## config.mk

```make
export PLATFORM = sky130hd
export DESIGN_NAME = unary_gen_scheduler_flat
export DESIGN_NICKNAME = d
export VERILOG_FILES = /design/src/rtl/unary_gen_scheduler_if.sv /design/src/rtl/unary_gen_scheduler.sv /design/src/flat_wrapper.sv
export SDC_FILE = /design/constraint.sdc
export NUM_CORES = 1
export LEC_CHECK = 0
export ABC_CLOCK_PERIOD_IN_PS = 2200
export BUFFER_PORTS_ARGS = -buffer_cell sky130_fd_sc_hd__buf_4
export CAP_MARGIN = 10
export CORE_MARGIN = 8
export CORE_UTILIZATION = 44
export DETAILED_ROUTE_END_ITERATION = 12
export PLACE_DENSITY_LB_ADDON = 0.12
export SYNTH_ARGS = -nofsm -noshare
export SYNTH_HDL_FRONTEND = slang
export SYNTH_SLANG_ARGS = --single-unit
```

## constraint.sdc

```tcl
create_clock -name clk -period 2.2 [get_ports clk]
set_clock_uncertainty 0.2 [all_clocks]
set_input_delay 0.11 -clock clk [delete_from_list [all_inputs] [get_ports clk]]
set_output_delay 0.11 -clock clk [all_outputs]
set_load 0.01 [all_outputs]
```

## src/rtl/unary_gen_scheduler_if.sv

```systemverilog
// Request, generator and response signals of the shared unary-generator scheduler.
// The slave modport is the scheduler; the master modport is its environment.
interface unary_gen_scheduler_if #(
  parameter int N_REQ = 4,
  parameter int WIDTH = 4,
  parameter int LEN   = 16,
  parameter int IDW   = $clog2(N_REQ)
);
  logic [N_REQ-1:0]       req_valid;
  logic [N_REQ*WIDTH-1:0] req_value;
  logic [N_REQ-1:0]       req_ready;
  logic [WIDTH-1:0]       gen_ref_no;
  logic [LEN-1:0]         gen_unary;
  logic                   rsp_valid;
  logic                   rsp_ready;
  logic [IDW-1:0]         rsp_id;
  logic [LEN-1:0]         rsp_unary;
  logic                   busy;
  logic                   err;

  modport master (
    output req_valid, req_value, gen_unary, rsp_ready,
    input  req_ready, gen_ref_no, rsp_valid, rsp_id, rsp_unary, busy, err
  );

  modport slave (
    input  req_valid, req_value, gen_unary, rsp_ready,
    output req_ready, gen_ref_no, rsp_valid, rsp_id, rsp_unary, busy, err
  );
endinterface

```

## src/rtl/unary_gen_scheduler.sv

```systemverilog
// Round-robin scheduler sharing one registered thermometer generator among N_REQ
// requesters; returns the captured word with its owner ID and flags bad codes.
module unary_gen_scheduler #(
  parameter int N_REQ = 4,
  parameter int WIDTH = 4,
  parameter int LEN   = 16,
  parameter int IDW   = $clog2(N_REQ)
) (
  input  logic                  clk,
  input  logic                  rst_n,
  unary_gen_scheduler_if.slave  io
);

  typedef enum logic [1:0] {S_IDLE, S_GEN, S_CAP, S_RESP} state_t;

  state_t           r_state, w_next;
  logic [IDW-1:0]   r_ptr, r_id, w_win, w_ptr_nxt;
  logic [IDW:0]     w_idx;
  logic [WIDTH-1:0] r_ref, r_exp, w_val;
  logic [LEN-1:0]   r_unary;
  logic             r_valid, r_err, w_found;
  logic [N_REQ-1:0] w_ready;

  // MSB-first thermometer code: the top v bits set.
  function automatic logic [LEN-1:0] therm(input logic [WIDTH-1:0] v);
    logic [LEN-1:0] t;
    t = '0;
    for (int i = 0; i < LEN; i++)
      t[LEN-1-i] = (WIDTH'(i) < v);
    return t;
  endfunction

  // Search ascending from r_ptr with wrap; first valid requester wins.
  always_comb begin
    w_found = 1'b0;
    w_win   = '0;
    w_idx   = '0;
    for (int k = 0; k < N_REQ; k++) begin
      w_idx = {1'b0, r_ptr} + (IDW+1)'(k);
      if (w_idx >= (IDW+1)'(N_REQ))
        w_idx = w_idx - (IDW+1)'(N_REQ);
      if (!w_found && io.req_valid[w_idx[IDW-1:0]]) begin
        w_found = 1'b1;
        w_win   = w_idx[IDW-1:0];
      end
    end
  end

  always_comb begin
    w_val   = '0;
    w_ready = '0;
    for (int i = 0; i < N_REQ; i++) begin
      if (w_win == IDW'(i))
        w_val = io.req_value[i*WIDTH +: WIDTH];
      w_ready[i] = (r_state == S_IDLE) && w_found && (w_win == IDW'(i));
    end
    w_ptr_nxt = (w_win == IDW'(N_REQ-1)) ? '0 : w_win + IDW'(1);
  end

  always_comb begin
    w_next = r_state;
    case (r_state)
      S_IDLE:  if (w_found) w_next = S_GEN;
      S_GEN:   w_next = S_CAP;
      S_CAP:   w_next = S_RESP;
      S_RESP:  if (r_valid && io.rsp_ready) w_next = S_IDLE;
      default: w_next = S_IDLE;
    endcase
  end

  always_ff @(posedge clk or negedge rst_n) begin
    if (!rst_n) begin
      r_state <= S_IDLE;
      r_ptr   <= '0;
      r_id    <= '0;
      r_ref   <= '0;
      r_exp   <= '0;
      r_unary <= '0;
      r_valid <= 1'b0;
      r_err   <= 1'b0;
    end else begin
      r_state <= w_next;
      case (r_state)
        S_IDLE: begin
          if (w_found) begin
            r_ref <= w_val;
            r_exp <= w_val;
            r_id  <= w_win;
            r_ptr <= w_ptr_nxt;
          end
        end
        // Generator output reflects r_ref sampled at the end of GEN.
        S_CAP: begin
          r_unary <= io.gen_unary;
          r_valid <= 1'b1;
          if (io.gen_unary != therm(r_exp))
            r_err <= 1'b1;
        end
        S_RESP: begin
          if (io.rsp_ready)
            r_valid <= 1'b0;
        end
        default: ;
      endcase
    end
  end

  assign io.req_ready  = w_ready;
  assign io.gen_ref_no = r_ref;
  assign io.rsp_valid  = r_valid;
  assign io.rsp_id     = r_id;
  assign io.rsp_unary  = r_unary;
  assign io.busy       = (r_state != S_IDLE);
  assign io.err        = r_err;

endmodule
```

## src/flat_wrapper.sv

```systemverilog
// flat-port wrapper written by rule: the top's interface ports become plain ports
module unary_gen_scheduler_flat 
#(
  parameter int N_REQ = 4,
  parameter int WIDTH = 4,
  parameter int LEN   = 16,
  parameter int IDW   = $clog2(N_REQ)
)
  (clk, rst_n, io_req_valid, io_req_value, io_gen_unary, io_rsp_ready, io_req_ready, io_gen_ref_no, io_rsp_valid, io_rsp_id, io_rsp_unary, io_busy, io_err);
  unary_gen_scheduler_if #(.N_REQ(N_REQ), .WIDTH(WIDTH), .LEN(LEN), .IDW(IDW)) io_i ();
  input  logic clk;
  input  logic rst_n;
  input wire logic [$bits(io_i.req_valid)-1:0] io_req_valid;
  input wire logic [$bits(io_i.req_value)-1:0] io_req_value;
  input wire logic [$bits(io_i.gen_unary)-1:0] io_gen_unary;
  input wire logic [$bits(io_i.rsp_ready)-1:0] io_rsp_ready;
  output wire logic [$bits(io_i.req_ready)-1:0] io_req_ready;
  output wire logic [$bits(io_i.gen_ref_no)-1:0] io_gen_ref_no;
  output wire logic [$bits(io_i.rsp_valid)-1:0] io_rsp_valid;
  output wire logic [$bits(io_i.rsp_id)-1:0] io_rsp_id;
  output wire logic [$bits(io_i.rsp_unary)-1:0] io_rsp_unary;
  output wire logic [$bits(io_i.busy)-1:0] io_busy;
  output wire logic [$bits(io_i.err)-1:0] io_err;
  assign io_i.req_valid = io_req_valid;
  assign io_i.req_value = io_req_value;
  assign io_i.gen_unary = io_gen_unary;
  assign io_i.rsp_ready = io_rsp_ready;
  assign io_req_ready = io_i.req_ready;
  assign io_gen_ref_no = io_i.gen_ref_no;
  assign io_rsp_valid = io_i.rsp_valid;
  assign io_rsp_id = io_i.rsp_id;
  assign io_rsp_unary = io_i.rsp_unary;
  assign io_busy = io_i.busy;
  assign io_err = io_i.err;
  unary_gen_scheduler #(.N_REQ(N_REQ), .WIDTH(WIDTH), .LEN(LEN), .IDW(IDW)) u_core (.clk(clk), .rst_n(rst_n), .io(io_i));
endmodule
```

Word level (Yosys, flattened, before mapping) --
Index checks and enable logic that the tools add are counted.
Word-level totals: bits of input ports 39, logic and storage cells 99, bits in registers 28
Operators by class: reduce and logical (&&, ||, !) cells 20, equal/unequal tests 10, order comparisons 24, add/subtract/negate cells 8, muxes and demuxes 30
Operators with widths (count):
- $lt 4x4->1 const A | 8
- $mux 2 | 11
- $lt 3x4->1 const A | 4
- $mux 4 | 4
- $ne 16x16->1 | 1
- $lt 2x3->1 const B | 4
- $ge 3x3->1 const B | 3
- $logic_and 1x1->1 | 9
- $mux 1 | 9
- $bmux 1 s2 | 4
- $eq 2x2->1 const B | 4
- $lt 1x4->1 const A | 2
- $lt 2x4->1 const A | 2
- $pmux 2 s4 | 1
- $reduce_and 2->1 | 4
- $sub 2x1->2 const B | 4
- $add 2x2->3 const B | 2
- $eq 2x1->1 const B | 2
- $logic_not 2->1 | 2
- $ne 2x1->1 const B | 2
- $reduce_bool 2->1 | 2
- $add 2x1->3 const B | 1
- $ge 2x3->1 const B | 1
- $logic_not 1->1 | 3
- other kinds (3) | 3

Longest topological paths before layout --
depth after elaboration 19, depth in mapped cells 13

Worst setup path before layout --
OpenSTA, ideal clock, no wires.
path kind register to register, start register u_core.r_ptr[0], end register u_core.r_ref[3], in the netlist u_core.io.gen_ref_no[3], slack -0.077 ns, data required time 1.873 ns, cell stages (with the launch flop) 13, arrival 1.950 ns, library setup time 0.127 ns, cell sequence dfrtp_1 nor2b_1 a21oi_1 nor2_1 a221o_1 nor2_1 inv_1 ha_1 nor2b_1 a221oi_1 nor3_1 a211oi_1 a21oi_1
On the way: word-level cells in the longest chain between the ends 19
Ends and longest elaborated chain:
- start: declaration | RTL line unary_gen_scheduler.sv:17 | logic [IDW-1:0] r_ptr, r_id, w_win, w_ptr_nxt;
- start signal: assignment | RTL line unary_gen_scheduler.sv:89 | r_ptr <= w_ptr_nxt;
- parallel branches: the longest is 13 deep, another holds $add 2x1->3
- $mux 2 (*) | RTL line unary_gen_scheduler.sv:42 | if (!w_found && io.req_valid[w_idx[IDW-1:0]]) begin
- via u_core.w_win[0] | RTL line unary_gen_scheduler.sv:17
- $logic_not 2->1 | RTL line unary_gen_scheduler.sv:53 | if (w_win == IDW'(i))
- $mux 4 (3 in series) | RTL line unary_gen_scheduler.sv:53
- $mux 4 (*) | RTL line unary_gen_scheduler.sv:53
- end signal: assignment | RTL line unary_gen_scheduler.sv:86 | r_ref <= w_val;
- end: declaration | RTL line unary_gen_scheduler.sv:19 | logic [WIDTH-1:0] r_ref, r_exp, w_val;
Mark *: on every way through the listed nets, which the timed path passes. The select of a mux whose other input is x is not followed. A chain may end at the register's enable or synchronous reset.

Worst setup path in the final report --
Ends and elaborated chain as after synthesis.

==> out/qor.yml <==
antenna_found_initial: 1
drv_cap: 0
synth_area_mm2: 0.00172
syn-num-nets: 235
cp_max_fo: 4
fmax_mhz: 416
violations: "negative setup slack"
path_cells: "nor2b_2 -> a21oi_2 -> nor2_1 -> a221o_1 -> nor2_4 -> inv_2 -> ha_4 -> nor2b_4 -> a221oi_2 -> nor3_1 -> a211oi_1 -> a21oi_1"
ys_types: 41
multiInputGateArea_mm2: 0.00104
wirelength_um: 5110
post-place-cells: 310
clk_pin_slew_ns: 0.10
syn_inst: 188
drc: 0
firstDrtPassIters: 4
layout.cells.non_filler: 340
rsz0062_at_grt: "yes"
p_total_w: 0.00345
synth_area_leaders: "dfrtp_1 41%, mux2_1 10%, ha_1 5.8%"
max_stage_delay_ns: 0.44
top_layer: "met4"
place_area_mm2: 0.00236
cts_buffers: 3
die_x_um: 78.5
vdd_drop_max_mv: 0.681
wl_met3_um: 241
area_growth_pct: 63.5
cp.arrival_ns: 2.36
first_global_vias: 1834
worst_slack_ns: -0.202
p_per_area_mw_per_mm2: 1230
numClockSinks: 28
io-pin-count: 68
start_util: 0.462
htree_num_levels: 1
fp-row-count: 22
fin_crit_ns: 2.40
worstSetupPathType: "reg2reg"
final_hold_viol_count: 0
insertion_delay_ns: 0.27
critPathBufInv: 1
final-seq-area_um2: 701
cp-end-kind: "register"
critPathTopFamily: "compound AO/OA/AOI/OAI gates"
gr-total-overflow: 0
ys_ff_latch: 28
finalInstanceArea_mm2: 0.00281
ys.flop_type: "dfrtp_1"
cts_root_buf: "clkbuf_8"
routedWlPerCell_um: 15.0
async_flop_share: 1.00
critPathLaunchType: "register"
synth_seq_area_share: 0.408
synth_top_area_share: 0.408
avgSynthCellArea_um2: 9.14
hold_path_class: "in2reg"
worst_pin_slew_ns: 0.425
yosys_warnings: 0
cts_tree: "yes"
grt_pass1_wl_um: 8500
design.die.area_mm2: 0.00616
cp_data_required_time_ns: 2.15
post-route-util: 0.756
wl_met1_um: 2150
status: "complete, but fails checks"
numPortBuffers: 67
core_mm2: 0.00372
vias: 1763
setup_violations: 8
slew_headroom: 0.715
route.met2.wl_um: 2680
drtIter0Drc: 114
fin_crit_sh: 1.09
slowest_stage: "dfrtp_1"
nNetsFinal: 339
drive_above_1_share: 0.378
ant_nets: 0
leakagePower_nw: 1.31
num-fill-cells: 273
fin_hold_ws_ns: 0.0771
clk_path_buf_depth: 2
grt_max_degree: 29
viasPerCell: 5.19
gp_congestion: 0.751
synth_edf_count: 0
final_max_slew_viol_count: 0
die_h_um: 78.5
gr-usage-all-layers: 0.164
dp.final_hpwl_um: 3560
synth_top_cell_by_area: "dfrtp_1"
repair_timing:
item | in CTS | in global routing
hold endpoints to repair | 49 | 0
setup buffers | 1 | 2
hold buffers | 22 | 0
endpoints found under the setup margin | 8 | 9
pin swaps | 1 | 10
resized for setup | 15 | 14
final timing paths:
check | startpoint | endpoint | slack [ns] | depth (start not counted)
setup reg to reg | u_core.r_ptr[0] | u_core.io.gen_ref_no[3] | -0.20 | 12
min in group asynchronous | rst_n | u_core.io.rsp_id[0] | 0.09 | 2
hold / removal | io_req_value[10] | u_core.io.gen_ref_no[2] | 0.08 | 5
setup / recovery | u_core.r_ptr[0] | u_core.io.gen_ref_no[3] | -0.20 | 12
max in group asynchronous | rst_n | u_core.io.rsp_unary[15] | 1.44 | 2
hold reg to reg | u_core.io.err | u_core.io.err | 0.27 | 1
worst min-delay path: stages:
cell     delay [ns]
buf_4          0.08
a21oi_2        0.04
nor2_1         0.11
a21oi_1        0.05
o21ai_1        0.11
registers in the layout, indices dropped and copies added, names as in the netlist:
register              flops
u_core.io.err             1
u_core.io.gen_ref_no      4
u_core.io.rsp_valid       1
u_core.r_state            2
u_core.io.rsp_unary      16
u_core.io.rsp_id          2
u_core.r_ptr              2
cells in the final DEF (no fill, tap or decap), types with 3 or more instances in the layout:
cell type and n:
nor3_1 4, a221oi_2 3, buf_6 6, nor2b_1 3
buf_4 81, dlygate4sd3_1 22, o21ai_0 8, dfrtp_1 28
inv_1 10, a21oi_1 9, ha_4 3, and2_4 3
ha_1 4, o22ai_1 3, clkbuf_8 3, a21oi_2 3
mux2_1 16, nor2_1 14, o21ai_1 9, nand2_1 19
nor4b_1 3
final cells by class:
cell class	instances	area share
clock buffer	3	0.0147
tap	48	0.0214
clock inverter	1	0.0107
sequential	28	0.249
timing repair buffer	109	0.319
inverter	11	0.0147
multi-input combinational	139	0.369
antenna	1	0.000891
power breakdown:
| part | total, W | internal [W] | switching (W) |
|---|---|---|---|
| Sequential | 0.000959 | 0.000769 | 0.000189 |
| Combinational | 0.00209 | 0.00108 | 0.00101 |
| Clock | 0.000400 | 0.000243 | 0.000157 |
| Total | 0.00345 | 0.00210 | 0.00135 |
per-layer routing:
layer	track usage	vias to the layer above
li1	-	873
met1	0.189	848
met2	0.289	40
met3	0.0285	2
met4	0.0685	0
met5	0	-
stage by stage:
step | setup slack, ns | setup TNS [ns]
6_report | -0.202 | -1.14
5_1_grt | -0.358 | -2.11
4_1_cts | -0.0876 | -0.321
3_5_place_dp | -0.145 | -0.398
3_3_place_gp | -0.0857 | -0.231
2_1_floorplan | -0.0396 | -0.0396
synthesized netlist by cell type (3+ instances only):
master,number
o22ai_1,4
clkbuf_1,5
ha_1,8
a221oi_1,3
a21oi_1,12
nand2_1,19
buf_2,4
nor2_1,15
nor4b_1,3
nor3_1,4
dfrtp_1,28
o21ai_0,8
nor2b_1,5
o21ai_1,9
mux2_1,16
inv_1,11
and2_1,4
logic make-up (layout without fill, tap and decap cells):
group | after synthesis | after routing | synth area share
simple gates | 61 | 61 | 0.174
compound gates | 50 | 50 | 0.184
flops | 28 | 28 | 0.408
buf+inv | 21 | 124 | 0.0510
mux | 16 | 16 | 0.105
fa+ha+maj | 8 | 8 | 0.0583
xor+xnor | 4 | 4 | 0.0204
other cells | 0 | 1 | 0
No activity file was read; power rests on OpenSTA's default activity.
